## config.mk

```make
export PLATFORM = sky130hd
export DESIGN_NAME = ctrl_unit
export DESIGN_NICKNAME = d
export VERILOG_FILES = /design/src/rtl/ctrl_pkg.sv /design/src/rtl/ctrl_decode.sv /design/src/rtl/ctrl_unit.sv
export SDC_FILE = /design/constraint.sdc
export NUM_CORES = 1
export LEC_CHECK = 0
export CORE_AREA = 2 2 39 41
export CTS_CLUSTER_DIAMETER = 100
export DETAILED_ROUTE_END_ITERATION = 6
export DIE_AREA = 0 0 41 43
export SETUP_SLACK_MARGIN = 0.02
export SYNTH_ARGS = -nofsm -noshare
export SYNTH_HDL_FRONTEND = slang
export SYNTH_SLANG_ARGS = --single-unit
```

## constraint.sdc

```tcl
create_clock -name clk_i -period 3.2 [get_ports clk_i]
set_input_delay 0.32 -clock clk_i [delete_from_list [all_inputs] [get_ports clk_i]]
set_output_delay 0.32 -clock clk_i [all_outputs]
set_load 0.005 [all_outputs]
```

## src/rtl/ctrl_pkg.sv

```systemverilog
// Shared constants for the accumulator CPU control sequencer: opcodes,
// FSM state encoding, ALU operation selects and decoded instruction classes.
package ctrl_pkg;

    localparam logic [3:0] OP_NOP = 4'h0;
    localparam logic [3:0] OP_LDA = 4'h1;
    localparam logic [3:0] OP_STA = 4'h2;
    localparam logic [3:0] OP_ADD = 4'h3;
    localparam logic [3:0] OP_SUB = 4'h4;
    localparam logic [3:0] OP_JMP = 4'h5;
    localparam logic [3:0] OP_JZ  = 4'h6;
    localparam logic [3:0] OP_HLT = 4'hF;

    localparam logic [2:0] ST_FETCH  = 3'd0;
    localparam logic [2:0] ST_DECODE = 3'd1;
    localparam logic [2:0] ST_MEMRD  = 3'd2;
    localparam logic [2:0] ST_MEMWR  = 3'd3;
    localparam logic [2:0] ST_HALT   = 3'd4;

    localparam logic [1:0] ALU_PASS = 2'b00;
    localparam logic [1:0] ALU_ADD  = 2'b01;
    localparam logic [1:0] ALU_SUB  = 2'b10;

    // Instruction classes: what DECODE does next, independent of the exact opcode.
    localparam logic [2:0] CLS_NOP   = 3'd0;
    localparam logic [2:0] CLS_MEMRD = 3'd1;
    localparam logic [2:0] CLS_MEMWR = 3'd2;
    localparam logic [2:0] CLS_JMP   = 3'd3;
    localparam logic [2:0] CLS_JZ    = 3'd4;
    localparam logic [2:0] CLS_HLT   = 3'd5;

endpackage

```

## src/rtl/ctrl_decode.sv

```systemverilog
// Combinational opcode decoder: opcode -> {class, alu_op, illegal}.
// Opcode 6 decodes as JZ only when CTRL_JZ_EN is defined; otherwise it is illegal.
module ctrl_decode
    import ctrl_pkg::*;
#(
    parameter int OPW = 4
) (
    input  logic [OPW-1:0] op,
    output logic [2:0]     cls,
    output logic [1:0]     alu_op,
    output logic           illegal
);

    logic [3:0] code;

    assign code = 4'(op);

    // Illegal opcodes fall back to the NOP class so they simply return to FETCH.
    always_comb begin
        cls     = CLS_NOP;
        alu_op  = ALU_PASS;
        illegal = 1'b0;
        case (code)
            OP_NOP: cls = CLS_NOP;
            OP_LDA: begin
                cls    = CLS_MEMRD;
                alu_op = ALU_PASS;
            end
            OP_STA: cls = CLS_MEMWR;
            OP_ADD: begin
                cls    = CLS_MEMRD;
                alu_op = ALU_ADD;
            end
            OP_SUB: begin
                cls    = CLS_MEMRD;
                alu_op = ALU_SUB;
            end
            OP_JMP: cls = CLS_JMP;
`ifdef CTRL_JZ_EN
            OP_JZ:  cls = CLS_JZ;
`else
            OP_JZ:  illegal = 1'b1;
`endif
            OP_HLT: cls = CLS_HLT;
            default: illegal = 1'b1;
        endcase
    end

endmodule

```

## src/rtl/ctrl_unit.sv

```systemverilog
// Multi-cycle fetch/decode/execute sequencer for the 8-bit accumulator CPU.
// Optional JZ instruction is enabled by defining CTRL_JZ_EN.
module ctrl_unit
    import ctrl_pkg::*;
#(
    parameter int OPW = 4
) (
    input  logic           clk_i,
    input  logic           rst_i,
    input  logic [OPW-1:0] ir_op_i,
    input  logic           ac_zero_i,
    input  logic           mem_rdy_i,
    output logic           mem_rd_o,
    output logic           mem_wr_o,
    output logic           addr_sel_o,
    output logic           ir_wen_o,
    output logic           pc_inc_o,
    output logic           pc_load_o,
    output logic           ac_wen_o,
    output logic [1:0]     alu_op_o,
    output logic           halted_o,
    output logic           illegal_o
);

    logic [2:0] state;
    logic [2:0] next_state;
    logic [2:0] dec_cls;
    logic [1:0] dec_alu;
    logic       dec_illegal;
    logic [1:0] alu_sel;

    ctrl_decode #(.OPW(OPW)) u_decode (
        .op      (ir_op_i),
        .cls     (dec_cls),
        .alu_op  (dec_alu),
        .illegal (dec_illegal)
    );

    always_ff @(posedge clk_i or negedge rst_i) begin
        if (!rst_i) begin
            state <= ST_FETCH;
        end else begin
            state <= next_state;
        end
    end

    // The ALU select is captured in DECODE so the opcode is only looked at there.
    always_ff @(posedge clk_i or negedge rst_i) begin
        if (!rst_i) begin
            alu_sel <= ALU_PASS;
        end else if (state == ST_DECODE) begin
            alu_sel <= dec_alu;
        end
    end

    always_comb begin
        next_state = state;
        case (state)
            ST_FETCH:  if (mem_rdy_i) next_state = ST_DECODE;
            ST_DECODE: begin
                case (dec_cls)
                    CLS_MEMRD: next_state = ST_MEMRD;
                    CLS_MEMWR: next_state = ST_MEMWR;
                    CLS_HLT:   next_state = ST_HALT;
                    default:   next_state = ST_FETCH;
                endcase
            end
            ST_MEMRD:  if (mem_rdy_i) next_state = ST_FETCH;
            ST_MEMWR:  if (mem_rdy_i) next_state = ST_FETCH;
            ST_HALT:   next_state = ST_HALT;
            default:   next_state = ST_FETCH;
        endcase
    end

    // Mealy strobes; the ready-qualified ones are also masked while reset is held.
    always_comb begin
        mem_rd_o   = 1'b0;
        mem_wr_o   = 1'b0;
        addr_sel_o = 1'b0;
        ir_wen_o   = 1'b0;
        pc_inc_o   = 1'b0;
        pc_load_o  = 1'b0;
        ac_wen_o   = 1'b0;
        alu_op_o   = ALU_PASS;
        halted_o   = 1'b0;
        illegal_o  = 1'b0;
        case (state)
            ST_FETCH: begin
                mem_rd_o = 1'b1;
                ir_wen_o = mem_rdy_i & rst_i;
                pc_inc_o = mem_rdy_i & rst_i;
            end
            ST_DECODE: begin
                pc_load_o = (dec_cls == CLS_JMP) || ((dec_cls == CLS_JZ) && ac_zero_i);
                illegal_o = dec_illegal;
            end
            ST_MEMRD: begin
                mem_rd_o   = 1'b1;
                addr_sel_o = 1'b1;
                alu_op_o   = alu_sel;
                ac_wen_o   = mem_rdy_i & rst_i;
            end
            ST_MEMWR: begin
                mem_wr_o   = 1'b1;
                addr_sel_o = 1'b1;
            end
            ST_HALT:  halted_o = 1'b1;
            default: ;
        endcase
    end

endmodule

```

* After elaboration in Yosys (flattened, before gate mapping)
Cells that the tools add are included.
** Word-level totals
- Register bits :: 5
- Word-level logic and storage cells :: 45
- Output and inout bits :: 11
- Bits of input ports :: 8
** Operators by class
- Muxes and demuxes :: 16
- Equality and inequality tests :: 17
- Bitwise operators :: 1
- Reduce and logical (&&, ||, !) cells :: 9
** Operator list (count)
- 3-bit case mux with 4 select lines :: 2
- 3-bit by 2-bit == test with 1-bit output, second input constant :: 4
- 3-bit == test, second input constant :: 3
- 1-bit two-way mux :: 9
- 3-bit case mux with 3 select lines :: 1
- 4-bit by 2-bit == test with 1-bit output, second input constant :: 2
- 4-bit by 3-bit == test with 1-bit output, second input constant :: 2
- 7-bit OR reduction :: 1
- 3-bit by 1-bit == test with 1-bit output, second input constant :: 2
- 3-bit two-way mux :: 2
- 4-bit by 1-bit == test with 1-bit output, second input constant :: 1
- 4-bit == test, second input constant :: 1
- 4-bit zero test :: 1
- 2-bit case mux with 2 select lines :: 1
- 2-bit OR reduction :: 2
- 3-bit zero test :: 1
- 3-bit OR reduction :: 1
- 2-bit two-way mux :: 1
- 2-bit by 1-bit != test with 1-bit output, second input constant :: 1
- 2-bit != test, second input constant :: 1
- 2-bit AND reduction :: 1
- 1-bit AND :: 1
- 1-bit logical AND :: 1
- 1-bit logical OR :: 1

* Depth between registers and ports, before layout
- Depth after elaboration :: 7
- Depth in mapped cells :: 4
- Mapped depth without buffers :: 3

* Modules after synthesis
From an unflattened synthesis, not the netlist that was laid out.
** Unflattened totals
- Cells, all modules :: 43
- Area total of the unflattened synthesis :: 409.1 sq um
** By module, submodules not included
- ctrl_unit :: times used 1, cells each 32, sequential area each 125.1 sq um, area an instance 337.8 sq um
- ctrl_decode :: times used 1, cells each 11, sequential area each 0.0 sq um, area an instance 71.3 sq um

* Worst setup path after synthesis
Ideal clock, no wire load.
- Path type :: register to output
- Start :: register state[1]
- End :: output port pc_load_o
- Arrival :: 1194 ps
- Path buffers :: 1
- Cell stages (with the launch flop) :: 4
- Path slack :: 1686 ps
- Required time :: 2880 ps
- Cell sequence :: dfrtp_1 or3b_1 buf_6 nor4_1
** On the way
- Longest elaborated chain between the ends :: 2
** RTL lines
- start, declared :: RTL line ctrl_unit.sv:25 : logic [2:0] state;
- start signal, assigned :: RTL line ctrl_unit.sv:43 : state <= next_state;
- 3-bit by 1-bit == test with 1-bit output :: RTL line ctrl_unit.sv:87 : case (state)
- 1-bit two-way mux :: RTL line ctrl_unit.sv:87
- end, declared :: RTL line ctrl_unit.sv:18 : output logic pc_load_o,
No other way between the ends.

* Worst setup path after layout
Same ends and word-level chain as after synthesis.

==> flow_metrics.env <==
export IMPL_grt_pass1_vias=337
export IMPL_num_nets_final=68
export IMPL_fin_crit_ns=2.34
export IMPL_rsz0062_at_grt="no"
export IMPL_netSwitchingFraction=0.306
export IMPL_antenna_cells=0
export IMPL_top_layer="met3"
export IMPL_initial_utilization=0.258
export IMPL_r2r_end="alu_sel[0]$_DFFE_PN0P_"
export IMPL_maxCapViolations=0
export IMPL_seq_area_frac_synth=0.351
export IMPL_cp_start_kind="flip-flop"
export IMPL_drt_wl_total_um=817
export IMPL_gp_congestion=0.643
export IMPL_met1Wirelength_um=369
export IMPL_layout_drive_gt1_share=0.0847
export IMPL_grt_pass1_wl_um=1390
export IMPL_crit_path_cell_trace="or3b_1 -> nor4_1 -> clkdlybuf4s50_1"
export IMPL_clock_path_buffers=2
export IMPL_n_fill_cell=158
export IMPL_rows=14
export IMPL_period_share=0.733
export IMPL_peakVddDrop_mv=0.175
export IMPL_cts_tree="built"
export IMPL_tightest_slew_ns=0.299
export IMPL_max_freq_mhz=426
export IMPL_crit_path_end_kind="output port"
export IMPL_leakage_uw=0.000232
export IMPL_clkPwrFrac=0.300
export IMPL_r2r_start="state[1]$_DFFE_PN0P_"
export IMPL_path_delay_family="simple AND/OR/NAND/NOR gates"
export IMPL_ctsHoldBuffers=0
export IMPL_syn_avg_cell_area_um2=8.91
export IMPL_io_pins=19
export IMPL_synth_area_um2=357
export IMPL_wl_per_cell_um=10.9
export IMPL_slew_headroom=0.800
export IMPL_cts_root_buffer="clkbuf_4"
export IMPL_path_clk_slew_ns=0.04
export IMPL_fp_dieW_um=41
export IMPL_finalMaxSlewViolations=0
export IMPL_hold_path_class="in -> async"
export IMPL_drc=0
export IMPL_antenna_found_initial=0
export IMPL_p_sw_uw=73.3
export IMPL_finalClockSkew_ns=0.00122
export IMPL_insertion_delay_ns=0.24
export IMPL_worstRegToRegCells=2
export IMPL_powerDensity_nw_per_um2=433
export IMPL_die_area_um2=1760
export IMPL_drt_iter0_drc=6
export IMPL_tritoncts_num_sinks=5
export IMPL_rrSetupSlack_ns=1.82
export IMPL_cp_slowest_stage_delay_ns=0.54
export IMPL_antenna_left=0
export IMPL_grt_max_degree=10
export IMPL_path_buf_inv=1
export IMPL_finalSetupTns_ns=0
export IMPL_cp_max_fo=9
export IMPL_slowest_stage="clkdlybuf4s50_1"
export IMPL_pwr_share_seq=0.352
export IMPL_synth_seq_cells=5
export IMPL_crit_required_ns=2.88
export IMPL_path_class="reg -> out"
export IMPL_status="completed"
export IMPL_dp_hpwl_um=634
export IMPL_h_tree_depth=1
export IMPL_multiInputGateArea_um2=209
export IMPL_route_met2_wl_um=388
export IMPL_cts_buffers=3
export IMPL_combPwrFrac=0.348
export IMPL_yosysWarnings=0
export IMPL_yosysUniqueCellTypes=24
export IMPL_p_int_uw=167
export IMPL_design_power_total_uw=240
export IMPL_netlist_instances=40
export IMPL_cts_setup_buffers=0
export IMPL_overflow=0
export IMPL_core_um2=1380
export IMPL_cts_resized=0
export IMPL_wl_met3_um=58
export IMPL_viasPerCell=4.89
export IMPL_vias=367
export IMPL_io_buffers=17
export IMPL_arrival_ns=2.02
export IMPL_finalSetupViolCount=0
export IMPL_die_h_um=43
export IMPL_track_usage=0.116
export IMPL_syn_num_nets=48
export IMPL_seq_area_um2=125
export IMPL_syn_to_final_growth_pct=55.4
export IMPL_hold_violations=0
export IMPL_first_pass_iters=4
==> final cells by class <==
type	instances	area share
clock buffers	4	0.0474
inverters	1	0.00677
multi-input cells	32	0.377
flip-flops and latches	5	0.226
well taps	16	0.0361
repair buffers	17	0.307
==> registers in the layout (all words and copies together) (netlist names) <==
name and count:
alu_sel 2, state 3
==> per-stage QoR <==
| stage | util | hold slack, ns | instances | area, um2 | setup WS [ns] |
|---|---|---|---|---|---|
| finish | 0.401 | 0.325 | 75 | 554 | 0.855 |
| global route | 0.401 | 0.347 | 75 | 554 | 0.780 |
| CTS | 0.401 | 0.333 | 75 | 554 | 0.840 |
| detailed placement | 0.382 | 0.465 | 71 | 528 | 1.10 |
| global placement | 0.382 | 0.462 | 71 | 528 | 1.12 |
| floorplan | - | 0.0244 | 40 | 357 | 1.69 |
==> how the worst max path moves through the flow <==
| stage | startpoint | end | depth (start not counted) |
|---|---|---|---|
| floorplan | state[1]$_DFFE_PN0P_ | pc_load_o | 3 |
| global placement | state[1]$_DFFE_PN0P_ | pc_load_o | 3 |
| detailed placement | state[1]$_DFFE_PN0P_ | pc_load_o | 3 |
| CTS | state[1]$_DFFE_PN0P_ | pc_load_o | 3 |
| global route | state[1]$_DFFE_PN0P_ | pc_load_o | 3 |
| finish | state[1]$_DFFE_PN0P_ | pc_load_o | 3 |
==> cell usage in the layout (no fill, tap or decap), types with 2 or more instances in the layout <==
cell / Yosys / layout
clkdlybuf4s50_1: 0 / 17
dfrtp_1: 5 / 5
nor2_1: 5 / 5
and3_1: 2 / 2
clkbuf_4: 0 / 3
or4b_1: 2 / 2
nand2_1: 6 / 6
o21ai_0: 2 / 2
==> synth_stat cells (all sizes together) <==
master | instances | share of area
o21ai | 2 | 0.028
or3b | 1 | 0.025
nand2b | 1 | 0.018
dfrtp | 5 | 0.35
nand3 | 1 | 0.014
o32ai | 1 | 0.046
nor3b | 1 | 0.021
and3 | 2 | 0.035
nor2 | 5 | 0.053
and2 | 1 | 0.018
inv | 1 | 0.011
or4b | 2 | 0.056
a21oi | 1 | 0.014
buf | 2 | 0.053
xor2 | 1 | 0.025
nor3 | 1 | 0.014
a31o | 1 | 0.025
nand2 | 6 | 0.063
and4 | 1 | 0.025
o21bai | 1 | 0.021
o41ai | 1 | 0.046
a221oi | 1 | 0.025
nor4 | 1 | 0.018
==> cells by family (layout without fill, tap and decap cells) <==
logic type | after synthesis | count (layout) | share of synthesized area
simple gates | 23 | 23 | 0.358
xor+xnor | 1 | 1 | 0.0246
buf+inv | 3 | 22 | 0.0632
flops | 5 | 5 | 0.351
compound gates | 8 | 8 | 0.204
==> power groups by stage <==
stage	registers (uW)	logic, uW	clock network, uW
after floorplan	81.6	47.8	0
after CTS	84.2	84.9	74.6
after detailed placement	85.2	84.5	0
after global routing	86.1	93.6	78.4
final	84.5	83.4	71.9
after global placement	84.4	82.7	0
==> metal layers <==
layer  global-route usage  up-vias
li1                     -      184
met1                0.153      165
met2                0.156       18
met3               0.0157        0
met4                0.100        0
met5                    0        -
Power figures use the tool's default switching activity.
